==> config.mk <==
export PLATFORM = sky130hd
export DESIGN_NAME = mem_wb_stage
export DESIGN_NICKNAME = d
export VERILOG_FILES = /design/src/rtl/mem_wb_stage.sv
export SDC_FILE = /design/constraint.sdc
export NUM_CORES = 1
export LEC_CHECK = 0
export CORE_ASPECT_RATIO = 0.7
export CORE_MARGIN = 2
export CORE_UTILIZATION = 43
export DETAILED_ROUTE_END_ITERATION = 8
export HOLD_SLACK_MARGIN = 0.02
export PLACE_DENSITY_LB_ADDON = 0.05
export SETUP_SLACK_MARGIN = 0.1
export SYNTH_ARGS = -nofsm -noshare
export SYNTH_HDL_FRONTEND = slang
export SYNTH_SLANG_ARGS = --single-unit
export TNS_END_PERCENT = 20
==> constraint.sdc <==
create_clock -name clk_i -period 2.2 [get_ports clk_i]
set_clock_uncertainty 0.15 [all_clocks]
set_input_delay 0.44 -clock clk_i [delete_from_list [all_inputs] [get_ports clk_i]]
set_output_delay 0.44 -clock clk_i [all_outputs]
set_load 0.1 [all_outputs]
==> src/rtl/mem_wb_stage.sv <==
// Writeback stage: takes one retiring instruction per handshake, waits on the
// data-memory response for loads, aligns/extends the loaded value and issues
// exactly one register-file write per instruction.
//
// state    | meaning
// ---------+-------------------------------------------------------------
// ST_IDLE  | empty, ready to accept
// ST_WAIT  | load accepted, waiting for dmem_data_ok_i
// ST_WB    | register-file write issued this cycle; may accept the next one
// ST_DRAIN | load was flushed, swallowing its pending memory response
module mem_wb_stage #(
    parameter int DW = 32,
    parameter int AW = 5
) (
    input  logic          clk_i,
    input  logic          rst_i,
    input  logic          flush_i,
    input  logic          in_valid_i,
    output logic          in_ready_o,
    input  logic          in_wen_i,
    input  logic [AW-1:0] in_waddr_i,
    input  logic [DW-1:0] in_alu_res_i,
    input  logic          in_is_load_i,
    input  logic [2:0]    in_load_type_i,
    input  logic [1:0]    in_addr_lo_i,
    input  logic [DW-1:0] dmem_rdata_i,
    input  logic          dmem_data_ok_i,
    output logic          rf_we_o,
    output logic [AW-1:0] rf_waddr_o,
    output logic [DW-1:0] rf_wdata_o,
    output logic          load_pending_o
);

    typedef enum logic [1:0] {
        ST_IDLE  = 2'd0,
        ST_WAIT  = 2'd1,
        ST_WB    = 2'd2,
        ST_DRAIN = 2'd3
    } state_t;

    localparam logic [2:0] LT_LB  = 3'd0;
    localparam logic [2:0] LT_LBU = 3'd1;
    localparam logic [2:0] LT_LH  = 3'd2;
    localparam logic [2:0] LT_LHU = 3'd3;

    state_t        state_q;
    state_t        state_next;
    logic          accept;

    logic          held_wen;
    logic [AW-1:0] held_waddr;
    logic [2:0]    held_load_type;
    logic [1:0]    held_addr_lo;

    // Output registers are loaded only on entry to ST_WB, so address/data
    // hold their last written values in every other state.
    logic          rf_we_q;
    logic [AW-1:0] rf_waddr_q;
    logic [DW-1:0] rf_wdata_q;

    logic [7:0]    ld_byte;
    logic [15:0]   ld_half;
    logic [DW-1:0] ld_data;

    assign in_ready_o     = ((state_q == ST_IDLE) || (state_q == ST_WB)) && !flush_i;
    assign accept         = in_valid_i && in_ready_o;
    assign load_pending_o = (state_q == ST_WAIT);
    assign rf_we_o        = rf_we_q;
    assign rf_waddr_o     = rf_waddr_q;
    assign rf_wdata_o     = rf_wdata_q;

    // Select and extend the loaded byte/half according to the held access info.
    always_comb begin
        ld_byte = dmem_rdata_i[7:0];
        case (held_addr_lo)
            2'd0:    ld_byte = dmem_rdata_i[7:0];
            2'd1:    ld_byte = dmem_rdata_i[15:8];
            2'd2:    ld_byte = dmem_rdata_i[23:16];
            default: ld_byte = dmem_rdata_i[31:24];
        endcase
        ld_half = held_addr_lo[1] ? dmem_rdata_i[31:16] : dmem_rdata_i[15:0];
        case (held_load_type)
            LT_LB:   ld_data = {{(DW-8){ld_byte[7]}}, ld_byte};
            LT_LBU:  ld_data = {{(DW-8){1'b0}}, ld_byte};
            LT_LH:   ld_data = {{(DW-16){ld_half[15]}}, ld_half};
            LT_LHU:  ld_data = {{(DW-16){1'b0}}, ld_half};
            default: ld_data = dmem_rdata_i;
        endcase
    end

    // Next-state decode.
    always_comb begin
        state_next = state_q;
        case (state_q)
            ST_IDLE, ST_WB: begin
                if (accept)
                    state_next = in_is_load_i ? ST_WAIT : ST_WB;
                else
                    state_next = ST_IDLE;
            end
            ST_WAIT: begin
                if (flush_i)
                    state_next = dmem_data_ok_i ? ST_IDLE : ST_DRAIN;
                else if (dmem_data_ok_i)
                    state_next = ST_WB;
            end
            ST_DRAIN: begin
                if (dmem_data_ok_i)
                    state_next = ST_IDLE;
            end
            default: state_next = ST_IDLE;
        endcase
    end

    // State, held instruction fields and the write-port registers.
    always_ff @(posedge clk_i) begin
        if (rst_i) begin
            state_q        <= ST_IDLE;
            held_wen       <= 1'b0;
            held_waddr     <= '0;
            held_load_type <= '0;
            held_addr_lo   <= '0;
            rf_we_q        <= 1'b0;
            rf_waddr_q     <= '0;
            rf_wdata_q     <= '0;
        end else begin
            state_q <= state_next;
            rf_we_q <= 1'b0;
            if (accept) begin
                held_wen       <= in_wen_i;
                held_waddr     <= in_waddr_i;
                held_load_type <= in_load_type_i;
                held_addr_lo   <= in_addr_lo_i;
                if (!in_is_load_i) begin
                    rf_we_q    <= in_wen_i && (in_waddr_i != '0);
                    rf_waddr_q <= in_waddr_i;
                    rf_wdata_q <= in_alu_res_i;
                end
            end else if ((state_q == ST_WAIT) && dmem_data_ok_i && !flush_i) begin
                rf_we_q    <= held_wen && (held_waddr != '0);
                rf_waddr_q <= held_waddr;
                rf_wdata_q <= ld_data;
            end
        end
    end

endmodule

# After elaboration in Yosys (flattened, before gate mapping)
# Cells that the tools add are included.
dict set report totals {
  input_bits 81
  elab_cells 55
  register_bits 51
}
dict set report classes {
  reduce_logical 17
  eq_ne 11
  mux 19
}
# operator count
set ops {}
lappend ops {{32-bit one-hot mux with 4 select lines} 1}
lappend ops {{32-bit two-way mux} 3}
lappend ops {{8-bit one-hot mux with 3 select lines} 1}
lappend ops {{16-bit two-way mux} 1}
lappend ops {{5-bit two-way mux} 3}
lappend ops {{2-bit two-way mux} 6}
lappend ops {{5-bit nonzero test} 2}
lappend ops {{2-bit == test (second input constant)} 3}
lappend ops {{3-bit by 2-bit == test with 1-bit output (second input constant)} 2}
lappend ops {{1-bit logical AND} 6}
lappend ops {{2-bit one-hot mux with 3 select lines} 1}
lappend ops {{2-bit by 1-bit == test with 1-bit output (second input constant)} 2}
lappend ops {{2-bit zero test} 2}
lappend ops {{2-bit inequality test (second input constant)} 2}
lappend ops {{2-bit AND reduction} 2}
lappend ops {{3-bit by 1-bit == test with 1-bit output (second input constant)} 1}
lappend ops {{3-bit zero test} 1}
lappend ops {{1-bit two-way mux} 3}
lappend ops {{3-bit inequality test (second input constant)} 1}
lappend ops {{2-bit nonzero test} 1}
lappend ops {{2-bit OR reduction} 1}
lappend ops {{1-bit zero test} 1}
lappend ops {{1-bit logical OR} 1}

# Logic depth before layout (Yosys ltp)
# Gate-level depths: netlist of run 1.
dict set report depth {
  ltp_word 6
  mapped_depth 7
}

# Worst setup path after synthesis of run 1
# Ideal clock, no wire load.
dict set report synth_path {
  path_type {in2reg}
  start {input port flush_i}
  end {register rf_wdata_q[7] (netlist: rf_wdata_o[7])}
  path_slack_ns -0.796
  cell_stages 7
  t_arrival_ns 2.712
  cell_sequence {nor2_1 and2_1 clkbuf_1 buf_2 nor2_1 a221oi_1 a211oi_1}
}
dict set report synth_between {
  elab_chain_cells 5
}
# item line
set synth_rtl {}
lappend synth_rtl {{start, declared} 17} ;# input logic flush_i,
lappend synth_rtl {{1-bit zero test *} {65, 139}}
lappend synth_rtl {{1-bit logical AND} 65} ;# assign in_ready_o = ((state_q == ST_IDLE) || (state_q == ST_WB)) && !flush_i;
lappend synth_rtl {{1-bit logical AND} 66} ;# assign accept = in_valid_i && in_ready_o;
lappend synth_rtl {{2-bit inequality test (no source line) / 2-bit nonzero test (equally long branches)} -}
lappend synth_rtl {{2-bit AND reduction (no source line)} -}
lappend synth_rtl {{end signal, assigned} 137} ;# rf_wdata_q <= in_alu_res_i;
lappend synth_rtl {{end signal, assigned} 142} ;# rf_wdata_q <= ld_data;
lappend synth_rtl {{end, declared} 59} ;# logic [DW-1:0] rf_wdata_q;
# Mark *: on every way between the ends. The rest lies on a longest branch, timed or not.
# A chain may end at the register's enable or synchronous reset.

# Worst setup path after layout of run 1
dict set report layout_path {
  start {input port in_valid_i}
  end {register rf_wdata_q[16] (netlist: rf_wdata_o[16])}
}
dict set report layout_between {
  elab_chain_cells 3
}
# item line
set layout_rtl {}
lappend layout_rtl {{start, declared} 18} ;# input logic in_valid_i,
lappend layout_rtl {{1-bit logical AND *} 66}
lappend layout_rtl {{2-bit inequality test (no source line) / 2-bit nonzero test (equally long branches)} -}
lappend layout_rtl {{2-bit AND reduction (no source line)} -}
# Marked as above.

==> summary.txt, run 1 <==
Worst setup path
  • Critical Path RT: 2.22 ns
  • Worst setup path class: in -> reg
  • Largest stage delay, worst path: between 0.4 and 0.5 ns
  • Critical path arrival: 2.12 ns
  • Worst path cell trace: clkdlybuf4s50_1 -> or4b_1 -> buf_6 -> buf_6 -> nor2_1 -> nor2_1 -> a211oi_2 -> a311oi_1
  • Kind of capture point of the worst setup path: register
  • Highest net fanout along the worst path: 17
  • Reg2reg setup slack: around 0.098 ns
  • Nature of the critical path startpoint: input pin
  • Cell type of the slowest stage on the worst timing path: sky130_fd_sc_hd__clkdlybuf4s50_1
  • Number of buffer and inverter instances along the worst setup path: 3
  • Top Family by Delay on Critical Path: buffers and inverters

Global route
  • Peak-usage layer in the global routing report: met2
  • Met2 track demand over resource in global routing: 0.448
  • Via count of the first global-routing pass: between 3,000 and 4,000
  • Global-route congestion overflow total: 0
  • Total global-route track usage: 0.267
  • Met1 track demand over resource in global routing: 0.361
  • Initial antenna violation count: 0
  • Grt met3 use: 0.0364
  • Maximum number of pins on one net before global-route repair: 30
  • First-pass GRT wire length: ~16,000 µm

Floorplan
  • Core area: 6370 µm²
  • Die Width: about 100 µm
  • Initial core utilization: 0.455
  • Placement row count: 24
  • Die Area: about 7400 µm²
  • I/O pin total: roughly 120
  • Die span in y: 72.7 µm

Yosys
  • Dominant cells by area after synthesis: sky130_fd_sc_hd__dfxtp_1 35%, sky130_fd_sc_hd__nand2_1 7.9%, sky130_fd_sc_hd__nor2_1 7.4%
  • Number of synthesized flops with an enable pin: 0
  • Count of warnings emitted by yosys: 0
  • Distinct cell type count of the synthesized netlist: 44
  • Mean post-synth cell area: 7.77 µm²
  • Commonest register cell after synthesis: sky130_fd_sc_hd__dfxtp_1
  • Post-synthesis cell count: 373
  • Flop and latch count out of synthesis: 51
  • Cell Area, Synth: about 2900 µm²
  • Post-synth top cells: 61 x sky130_fd_sc_hd__nand2_1, 57 x sky130_fd_sc_hd__nor2_1, 51 x sky130_fd_sc_hd__dfxtp_1
  • Post-synthesis sequential area ratio: 0.352
  • Most instantiated library cell after synthesis: sky130_fd_sc_hd__nand2_1
  • Fraction of post-synthesis cell area in the top cell type by area: 0.352
  • Synth Net Count: 454
  • Async set-or-reset flop fraction in the synthesized netlist: 0
  • Biggest area consumer among synthesized cells: sky130_fd_sc_hd__dfxtp_1

CTS
  • Clk root buf: sky130_fd_sc_hd__clkbuf_8
  • Worst skew pair latency: 0.31 ns
  • Clk sink count: around 50
  • Clock transition at the register clock pins on the worst setup and hold paths after CTS: ~0.10 ns
  • Clock buffers created by TritonCTS: 5
  • Clock tree from TritonCTS: built
  • Post-CTS Setup Bufs: 0
  • Htree depth: 2
  • Buffer levels on the longest clock path: 2
  • CTS hold repair buffers: 0

Placed design
  • Setup WS pre-CTS: -0.356 ns
  • Input/output buffers: 120
  • Placed cells: a little under 600
  • Cell area after placement: roughly 4400 µm²
  • Routability congestion estimate from global placement: between 0.8 and 0.9
  • Final HPWL from detailed placement: ~7700 µm

Drt
  • Initial detailed-routing violation count: roughly 210
  • Residual DRC: 0
  • TritonRoute pass-1 iters: 5
  • Total via count after detailed routing: 3,342
  • Post-detailed-route wirelength per cell: 16.7 µm
  • Total wire length: between 10,000 and 15,000 µm
  • Detail-routed via count per cell: roughly 5.6
  • Antenna violation net count after detailed routing: 0

Final layout
  • Storage cell area: 1020 µm²
  • Number of standard cells in the layout, taps in and fillers out: approximately 600
  • Share of post-route cells with drive strength above 1: 0.229
  • Number of fill cells: about 560
  • Multi-input gate area in the final layout: between 1500 and 2000 µm²
  • NumNets Final: 590
  • Layout-stage area growth over the synthesis result: 54.7%
  • Post-route standard cell area excluding fillers: 4480 µm²
  • Antenna Cells: 0

Power
  • Ratio of total power to cell area: 551 nW/µm²
  • Leak pwr: roughly 1.7 nW
  • Peak supply drop: 0.275 mV

Timing
  • Relative slew slack: 0.590
  • Share of the clock period used by the worst path: 0.955
  • Worst hold margin: 0.316 ns
  • Highest attainable clock frequency: approximately 480 MHz
  • RSZ-0062 raised after global routing: yes
  • Worst setup slack after layout: ~0.098 ns
  • Max-slew violation total from the final report: 0
  • # setup viols final: 0
  • Transition at the pin with the smallest max-transition slack: between 0.6 and 0.7 ns
  • Hold violation count in the final report: 0
  • Post-route minimum period: roughly 2.1 ns

Hold path
  • HP Class: reg -> reg

Flow run
  • Count of maximum capacitance violations: 0

Run status
  • Status: finished clean
## final cells by class
type / count / area share
clock buffers: 5 / 0.0154
clock inverters: 3 / 0.00559
inverters: 6 / 0.00503
multi-input cells: 280 / 0.386
flip-flops and latches: 51 / 0.229
well taps: 91 / 0.0254
repair buffers: 165 / 0.334
## path summary, 6_finish.rpt
path / start / to / cells after the start
hold / removal: held_wen / held_wen / 2
setup reg to reg: held_addr_lo[1] / rf_wdata_o[11] / 5
hold reg to reg: held_wen / held_wen / 2
setup / recovery: in_valid_i / rf_wdata_o[16] / 8
## cells by family after synthesis
family / synth area share
flip-flops: 0.352
AO/OA/AOI/OAI: 0.276
buffers and inverters: 0.0639
multiplexers: 0.0678
AND/OR/NAND/NOR: 0.239
## sequential cells by signal, indices dropped and copies added, names as in the netlist
| register | flops |
|---|---|
| state_q | 2 |
| held_wen | 1 |
| rf_we_o | 1 |
| held_addr_lo | 2 |
| held_waddr | 5 |
| held_load_type | 3 |
| rf_waddr_o | 5 |
| rf_wdata_o | 32 |
## metrics by stage
step | setup TNS, ns | total power, mW | utilization
detailed placement | -9.96 | 1.90 | 0.684
global route | 0 | 2.56 | 0.704
floorplan | 0 | 1.55 | -
CTS | 0 | 2.47 | 0.701
finish | 0 | 2.47 | 0.704
global placement | -8.14 | 1.89 | 0.684
## report_power, final
| group | internal (mW) | total (mW) | switching [mW] |
|---|---|---|---|
| sequential | 0.971 | 1.01 | 0.0336 |
| combinational | 0.339 | 0.889 | 0.550 |
| clock | 0.228 | 0.573 | 0.345 |
## tightest hold or removal path, stage by stage (launching register included)
cell and delay [ns]:
sky130_fd_sc_hd__dfxtp_1 0.32, sky130_fd_sc_hd__nand2_1 0.05, sky130_fd_sc_hd__a21oi_1 0.05
## repair_timing
item / CTS / global route
pin swaps: 3 / 1
setup endpoints to repair: 28 / 20
gates resized for setup: 11 / 4
## layout by cell type, fill, tap and decap left out, types with 3 or more instances in the layout
cell                              count
sky130_fd_sc_hd__nor3_1               6
sky130_fd_sc_hd__nor2_1              55
sky130_fd_sc_hd__o221ai_1             3
sky130_fd_sc_hd__dfxtp_1             50
sky130_fd_sc_hd__a22oi_2              3
sky130_fd_sc_hd__a21oi_1             23
sky130_fd_sc_hd__nand3b_1             3
sky130_fd_sc_hd__nand2_1             61
sky130_fd_sc_hd__o21ai_1              5
sky130_fd_sc_hd__o21ai_0             14
sky130_fd_sc_hd__clkbuf_8             5
sky130_fd_sc_hd__buf_4               78
sky130_fd_sc_hd__a211oi_1            23
sky130_fd_sc_hd__a221oi_1            10
sky130_fd_sc_hd__nand3_1              3
sky130_fd_sc_hd__clkdlybuf4s50_1     74
sky130_fd_sc_hd__a32oi_1              4
sky130_fd_sc_hd__inv_1                6
sky130_fd_sc_hd__dlygate4sd2_1        5
sky130_fd_sc_hd__nand2b_1             3
sky130_fd_sc_hd__buf_12               5
sky130_fd_sc_hd__nor2b_1              4
sky130_fd_sc_hd__mux2i_1             14
sky130_fd_sc_hd__a311oi_1            12
## metal layers
layer | share of wire | up-vias | routed length, µm
met4 | 0.013 | 0 | 128
met5 | 0 | - | 0
met3 | 0.065 | 13 | 651
met2 | 0.45 | 131 | 4550
met1 | 0.47 | 1565 | 4680
li1 | - | 1633 | -
Note: power is estimated with default switching activity, not from simulation.
==> run 2: changes to the inputs <==
--- a/config.mk
+++ b/config.mk
@@ -7,7 +7,7 @@
 export LEC_CHECK = 0
 export CORE_ASPECT_RATIO = 0.7
 export CORE_MARGIN = 2
-export CORE_UTILIZATION = 43
+export CORE_UTILIZATION = 39
 export DETAILED_ROUTE_END_ITERATION = 8
 export HOLD_SLACK_MARGIN = 0.02
 export PLACE_DENSITY_LB_ADDON = 0.05
==> constraint.sdc (replaced) <==
create_clock -name clk_i -period 1.73 [get_ports clk_i]
set_clock_uncertainty 0.15 [all_clocks]
set_input_delay 0.346 -clock clk_i [delete_from_list [all_inputs] [get_ports clk_i]]
set_output_delay 0.346 -clock clk_i [all_outputs]
set_load 0.1 [all_outputs]
==> summary.txt, run 2 (same netlist as run 1, synthesis figures left out) <==
Drt
  • Total wire length: 11,300 µm (+13%)
  • Detail-routed via count per cell: 5.67 (+2.0%)
  • Initial detailed-routing violation count: 311 (+49%)
  • TritonRoute pass-1 iters: 5 (unchanged)
  • Post-detailed-route wirelength per cell: 17.8 µm (+7.0%)
  • Residual DRC: 0 (unchanged)
  • Antenna violation net count after detailed routing: 0 (unchanged)
  • Total via count after detailed routing: 3,595 (+7.6%)

Final layout
  • Antenna Cells: 0 (unchanged)
  • Leading cell types in the layout, fill and taps excluded: 72 x sky130_fd_sc_hd__clkdlybuf4s50_1, 60 x sky130_fd_sc_hd__nand2_1, 52 x sky130_fd_sc_hd__nor2_1, 51 x sky130_fd_sc_hd__buf_4
  • Number of fill cells: 512 (-7.7%)
  • Layout-stage area growth over the synthesis result: 89.3%
  • Utilization of the core after routing: 0.756 (+0.0521)
  • Most common cell after layout, fill and taps aside: sky130_fd_sc_hd__clkdlybuf4s50_1
  • Share of post-route cells with drive strength above 1: 0.332 (+0.103)
  • Flip-flop count of the largest register, all copies and words added: 32 (unchanged)
  • NumNets Final: 616 (+4.4%)

Global route
  • Maximum number of pins on one net before global-route repair: 30 (unchanged)
  • Total global-route track usage: 0.278 (+0.0112)
  • Initial antenna violation count: 0 (unchanged)
  • Via count of the first global-routing pass: 3,654 (+13%)
  • First-pass GRT wire length: 18,200 µm (+17%)
  • Global-route congestion overflow total: 0 (unchanged)

Worst setup path
  • Cell type of the slowest stage on the worst timing path: sky130_fd_sc_hd__or4_4
  • Number of buffer and inverter instances along the worst setup path: 0 (-3)
  • Highest net fanout along the worst path: 4 (-13)
  • Largest stage delay, worst path: 0.53 ns (+0.06 ns)
  • Critical Path RT: 1.78 ns (-0.44 ns)
  • Worst setup path class: reg -> reg
  • Reg2reg start: held_addr_lo[1]
  • Top Family by Delay on Critical Path: simple AND/OR/NAND/NOR gates
  • Critical path arrival: 2.11 ns (about the same)
  • Worst path cell trace: mux4_2 -> nor2b_4 -> or4_4 -> a22oi_2 -> a2111oi_2
  • Nature of the critical path startpoint: register
  • Worst setup path startpoint: held_addr_lo[1]
  • Kind of capture point of the worst setup path: register
  • Reg2reg setup slack: -0.34 ns (-0.43 ns)

Floorplan
  • Die span in y: 76.1 µm (+4.7%)
  • Core area: 7250 µm² (+14%)
  • Placement row count: 26 (+8.3%)
  • Die Width: 107 µm (+4.8%)
  • Die Area: 8140 µm² (+9.8%)
  • I/O pin total: 121 (unchanged)
  • Initial core utilization: 0.399 (-0.0557)

Placed design
  • Input/output buffers: 120 (unchanged)
  • Routability congestion estimate from global placement: 0.862 (-0.60%)
  • Final HPWL from detailed placement: 8300 µm (+7.6%)

Timing
  • Hold violation count in the final report: 0 (unchanged)
  • Relative slew slack: 0.753 (+0.163)
  • Share of the clock period used by the worst path: 1.19
  • RSZ-0062 raised after global routing: yes
  • Setup TNS: -5.18 ns (-5.18 ns)
  • Highest attainable clock frequency: about 480 MHz
  • Transition at the pin with the smallest max-transition slack: 0.361 ns (-0.254 ns)
  • Worst setup slack after layout: -0.336 ns (-0.434 ns)
  • # setup viols final: 33 (+33)
  • Post-route minimum period: between 2 and 2.5 ns
  • Max-slew violation total from the final report: 0 (unchanged)

CTS
  • Buffer levels on the longest clock path: 2 (unchanged)
  • Clk root buf: sky130_fd_sc_hd__clkbuf_8
  • Clk sink count: 51 (unchanged)
  • Worst skew pair latency: 0.31 ns (about the same)
  • Clock transition at the register clock pins on the worst setup and hold paths after CTS: 0.10 ns (about the same)
  • CTS hold repair buffers: 0 (unchanged)
  • Clock buffers created by TritonCTS: 5 (unchanged)
  • Htree depth: 2 (unchanged)
  • Clock tree from TritonCTS: built

Power
  • Peak supply drop: 0.353 mV (+28%)
  • Leak pwr: 2.08 nW (+19%)
  • Ratio of total power to cell area: 626 nW/µm² (+14%)

Run status
  • Violations in the final reports: setup timing
  • Status: finished with violations

Hold path
  • Hold wc startpoint: rst_i
  • HP Class: in -> reg

Flow run
  • Count of maximum capacitance violations: 0 (unchanged)
## run 2: cell types whose count changed in the layout (fill, tap and decap cells not counted), sizes merged
| cell | previous run | this run |
|---|---|---|
| buf | 86 | 110 |
| bufbuf | 0 | 2 |
| clkdlybuf4s50 | 74 | 72 |
| dlygate4sd2 | 5 | 7 |
| clkinv | 2 | 1 |
| clkinvlp | 1 | 2 |
## run 2: per-layer routing
metal / share of wire / vias to the layer above / track usage / wire length [µm]
met5: 0 / - / 0 / 0
met4: 0.014 / 0 / 0.0792 / 161
met3: 0.083 / 22 / 0.0565 / 934
met2: 0.47 / 176 / 0.455 / 5370
met1: 0.43 / 1715 / 0.371 / 4840
li1: - / 1682 / - / -
## run 2: power breakdown
| part | switching (mW) | total, mW | internal [mW] |
|---|---|---|---|
| Clock | 0.440 | 0.723 | 0.283 |
| Combinational | 0.768 | 1.41 | 0.638 |
| Sequential | 0.0645 | 1.30 | 1.24 |
| Total | 1.27 | 3.43 | 2.16 |
## run 2: per-stage QoR
step / instance area (µm²) / power [mW] / instances / hold WS [ns] / worst slack (ns)
floorplan: 2920 / 1.97 / 373 / 0.287 / -0.233
global placement: 4980 / 2.58 / 617 / 0.296 / -0.642
detailed placement: 4980 / 2.60 / 617 / 0.301 / -0.710
CTS: 5370 / 3.37 / 634 / 0.201 / -0.328
global route: 5480 / 3.55 / 634 / 0.197 / -0.379
finish: 5480 / 3.43 / 634 / 0.202 / -0.336
## run 2: worst reg2reg max path: stages, from the launching register on
cell and delay, ns:
sky130_fd_sc_hd__dfxtp_2 0.36, sky130_fd_sc_hd__mux4_2 0.52, sky130_fd_sc_hd__nor2b_4 0.15, sky130_fd_sc_hd__or4_4 0.53, sky130_fd_sc_hd__a22oi_2 0.17, sky130_fd_sc_hd__a2111oi_2 0.06
## run 2: final timing paths
check	endpoint	cells after the start
hold reg to reg	held_wen	2
setup / recovery	rf_wdata_o[9]	5
setup reg to reg	rf_wdata_o[9]	5
hold / removal	rf_wdata_o[17]	2
## run 2: repair_timing
action / in CTS / in global routing
setup buffers: 7 / 0
pin swaps: 29 / 23
gates cloned: 2 / 0
endpoints found under the setup margin: 52 / 49
gates resized for setup: 46 / 25
## run 2: final cells by class
cell class | instances | area, µm² | share of cell area
Multi-Input combinational cell | 280 | 1920 | 0.350
Inverter | 6 | 22.5 | 0.00411
Clock inverter | 3 | 20.0 | 0.00365
Clock buffer | 5 | 68.8 | 0.0125
Timing Repair Buffer | 191 | 2300 | 0.420
Sequential cell | 51 | 1030 | 0.187
Tap cell | 98 | 123 | 0.0224
==> run 3: changes to the inputs <==
--- a/config.mk
+++ b/config.mk
@@ -5,12 +5,15 @@
 export SDC_FILE = /design/constraint.sdc
 export NUM_CORES = 1
 export LEC_CHECK = 0
+export ABC_AREA = 1
 export CORE_ASPECT_RATIO = 0.7
 export CORE_MARGIN = 2
-export CORE_UTILIZATION = 39
+export CORE_UTILIZATION = 57
 export DETAILED_ROUTE_END_ITERATION = 8
+export DONT_BUFFER_PORTS = 1
 export HOLD_SLACK_MARGIN = 0.02
 export PLACE_DENSITY_LB_ADDON = 0.05
+export REMOVE_ABC_BUFFERS = 1
 export SETUP_SLACK_MARGIN = 0.1
 export SYNTH_ARGS = -nofsm -noshare
 export SYNTH_HDL_FRONTEND = slang
==> summary.txt, run 3 <==
Yosys
  • Mux contribution to synthesized area: 0 (-0.0678)
  • Post-synthesis share of cell area spent on full adders, half adders and majority gates: 0 (unchanged)
  • Commonest register cell after synthesis: sky130_fd_sc_hd__dfxtp_1
  • Number of synthesized flops with an enable pin: 0 (unchanged)
  • Cell Area, Synth: 2980 µm² (+2.8%)
  • Biggest area consumer among synthesized cells: sky130_fd_sc_hd__dfxtp_1
  • Simple-gate share of the synthesized area: 0.316 (+0.0762)
  • Dominant cells by area after synthesis: sky130_fd_sc_hd__dfxtp_1 34%, sky130_fd_sc_hd__nand2_1 15%, sky130_fd_sc_hd__a21oi_1 9.9%
  • Post-synth top cells: 121 x sky130_fd_sc_hd__nand2_1, 59 x sky130_fd_sc_hd__a21oi_1, 56 x sky130_fd_sc_hd__o21ai_0
  • Distinct cell type count of the synthesized netlist: 29 (-34%)
  • Count of warnings emitted by yosys: 0 (unchanged)
  • Combinational family with the most area after synthesis: simple AND/OR/NAND/NOR gates
  • Most instantiated library cell after synthesis: sky130_fd_sc_hd__nand2_1
  • Flop and latch count out of synthesis: 51 (unchanged)
  • Post-synthesis cell count: 465 (+25%)
  • Mean post-synth cell area: 6.40 µm² (-18%)
  • Post-synthesis sequential area ratio: 0.343 (-0.00963)
  • XOR/XNOR Fraction of Synth Area: 0 (unchanged)
  • Compound-gate portion of the synthesized area: 0.239 (-0.0370)
  • Fraction of post-synthesis cell area in the top cell type by area: 0.343 (-0.00963)
  • Async set-or-reset flop fraction in the synthesized netlist: 0 (unchanged)

Global route
  • Total global-route track usage: 0.313 (+0.0347)
  • Initial antenna violation count: 0 (unchanged)
  • First-pass GRT wire length: 14,500 µm (-20%)
  • Via count of the first global-routing pass: 2,993 (-18%)
  • Global-route congestion overflow total: 0 (unchanged)
  • Maximum number of pins on one net before global-route repair: 42 (+40%)

Final layout
  • Storage cell area: 1030 µm² (+0.85%)
  • Post-route standard cell area excluding fillers: 3650 µm² (-33%)
  • Antenna Cells: 0 (unchanged)
  • Number of standard cells in the layout, taps in and fillers out: 580 (-8.5%)
  • Flip-flop count of the largest register, all copies and words added: 32 (unchanged)
  • Share of post-route cells with drive strength above 1: 0.213 (-0.119)
  • Number of fill cells: 417 (-19%)
  • NumNets Final: 591 (-4.1%)
  • Most common cell after layout, fill and taps aside: sky130_fd_sc_hd__nand2_1
  • Leading cell types in the layout, fill and taps excluded: 121 x sky130_fd_sc_hd__nand2_1, 58 x sky130_fd_sc_hd__a21oi_1, 58 x sky130_fd_sc_hd__buf_4, 56 x sky130_fd_sc_hd__o21ai_0, 46 x sky130_fd_sc_hd__dfxtp_1
  • Multi-input gate area in the final layout: 1750 µm² (-8.8%)
  • Layout-stage area growth over the synthesis result: 22.5%

Worst setup path
  • Worst setup path class: reg -> out
  • Kind of capture point of the worst setup path: output pin
  • Critical Path RT: 1.23 ns (-0.55 ns)
  • Nature of the critical path startpoint: register
  • Worst-case reg-to-reg path depth: 7 (+2)
  • Highest net fanout along the worst path: 4 (unchanged)
  • Crit Reg-Reg Endpoint: rf_wdata_o[10]
  • Critical path arrival: 1.11 ns (-1.00 ns)
  • Reg2reg start: held_addr_lo[1]
  • Reg2reg setup slack: 0.13 ns (+0.47 ns)

CTS
  • Buffer levels on the longest clock path: 2 (unchanged)
  • Clock buffers created by TritonCTS: 5 (unchanged)
  • Clk root buf: sky130_fd_sc_hd__clkbuf_8
  • Worst skew pair latency: 0.31 ns (about the same)
  • Clock tree from TritonCTS: built
  • Clk sink count: 51 (unchanged)
  • Clock transition at the register clock pins on the worst setup and hold paths after CTS: 0.10 ns (about the same)
  • Htree depth: 2 (unchanged)

Floorplan
  • Core area: 4910 µm² (-32%)
  • Placement row count: 21 (-19%)
  • I/O pin total: 121 (unchanged)
  • Die Width: 90.4 µm (-16%)
  • Die span in y: 64.5 µm (-15%)
  • Initial core utilization: 0.606 (+0.207)
  • Die Area: 5830 µm² (-28%)

Placed design
  • Cell area after placement: 3350 µm² (-33%)
  • Final HPWL from detailed placement: 6690 µm (-19%)
  • Routability congestion estimate from global placement: 0.973 (+13%)
  • Setup WS pre-CTS: -0.0402 ns (+0.670 ns)
  • Input/output buffers: 0 (-100%)
  • Placed cells: 561 (-9.1%)

Hold path
  • Hold Path Stages: 1 (-1)
  • Hold wc startpoint: rst_i
  • Endpoint of the worst hold path: state_q[0]
  • HP Class: in -> reg

Drt
  • Total wire length: 9820 µm (-13%)
  • TritonRoute pass-1 iters: 5 (unchanged)
  • Antenna violation net count after detailed routing: 0 (unchanged)
  • Initial detailed-routing violation count: 289 (-7.1%)
  • Post-detailed-route wirelength per cell: 16.9 µm (-5.1%)
  • Detail-routed via count per cell: 5.77 (+1.7%)
  • Total via count after detailed routing: 3,344 (-7.0%)
  • Residual DRC: 0 (unchanged)

Timing
  • Highest attainable clock frequency: 623 MHz (+29%)
  • RSZ-0062 raised after global routing: yes
  • Transition at the pin with the smallest max-transition slack: 0.425 ns (+0.0636 ns)
  • Max-slew violation total from the final report: 0 (unchanged)
  • # setup viols final: 0 (-100%)
  • Worst setup slack after layout: 0.124 ns (+0.460 ns)
  • Worst hold margin: -0.0698 ns (-0.272 ns)
  • Relative slew slack: 0.714 (-0.0392)
  • Share of the clock period used by the worst path: 0.929 (-0.266)
  • Hold violation count in the final report: 13 (+13)
  • Post-route minimum period: 1.61 ns (-0.460 ns)

Power
  • Leak pwr: 1.70 nW (-18%)
  • Total chip power: 3.11 mW (-9.5%)
  • Peak supply drop: 0.576 mV (+63%)
  • Ratio of total power to cell area: 851 nW/µm² (+36%)

Flow run
  • Count of maximum capacitance violations: 0 (unchanged)

Run status
  • Status: finished with violations
  • Violations in the final reports: hold timing
## run 3: cell count changes after synthesis, sizes merged, moves of 24 or more
cell,before,now
nor2,57,33
nand2,62,126
nand3,3,37
a211oi,25,0
o21ai,19,72
a21oi,23,59
inv,6,34
## run 3: final cells by class
cell class                      instances  area share
Timing Repair Buffer                   64       0.151
Inverter                               35      0.0377
Sequential cell                        51       0.284
Tap cell                               69      0.0237
Multi-Input combinational cell        353       0.480
Clock buffer                            6      0.0199
Clock inverter                          2     0.00343
## run 3: power by group
group | internal (mW) | switching [mW] | leakage [nW] | total [mW]
clock network | 0.284 | 0.403 | 0.0412 | 0.686
logic | 0.301 | 0.829 | 1.24 | 1.13
registers | 1.24 | 0.0456 | 0.420 | 1.29
## run 3: worst max-delay path by stage
stage,slack (ns),to,cells after the start,start
4_1_cts,0.05,rf_wdata_o[9],6,held_addr_lo[0]
3_3_place_gp,0.03,rf_wdata_o[20],6,held_load_type[1]
2_1_floorplan,-1.47,rf_wdata_o[10],9,state_q[0]
3_5_place_dp,-0.04,rf_wdata_o[21],7,held_addr_lo[1]
5_1_grt,0.06,rf_wdata_o[3],8,held_load_type[2]
6_report,0.12,in_ready_o,2,state_q[0]
## run 3: per-layer routing
metal  global-route usage  vias to the layer above  part of all wire  wire [µm]
met2                0.489                      188              0.44       4310
met1                0.435                     1508              0.43       4220
met4               0.0827                        0             0.011        110
met5                    0                        -                 0          0
li1                     -                     1638                 -          -
met3               0.0767                       10              0.12       1180
## run 3: what timing repair did
item                                   in CTS  in global routing
endpoints found under the hold margin      13                 13
setup endpoints to repair                  37                 37
gates resized for setup                     9                 14
gates cloned                                0                  5
buffers inserted                            0                  6
pin swaps                                   0                  5
## run 3: per-stage QoR
step,util,setup TNS (ns),hold slack [ns]
global placement,0.681,0,0.267
floorplan,-,-62.44,0.265
CTS,0.706,0,-0.0704
detailed placement,0.681,-0.371,0.271
finish,0.742,0,-0.0698
global route,0.742,0,-0.0796
## run 3: cell families (layout without fill, tap and decap cells)
| group | Yosys count | count (layout) |
|---|---|---|
| and+or+nand+nor | 210 | 214 |
| buffers and inverters | 65 | 107 |
| DFF | 51 | 51 |
| AOI/OAI and AO/OA | 139 | 139 |
## run 3: critical path: stages, from the launching register on
cell                      delay [ns]
sky130_fd_sc_hd__dfxtp_4        0.37
sky130_fd_sc_hd__nor2_4         0.12
sky130_fd_sc_hd__buf_4          0.30
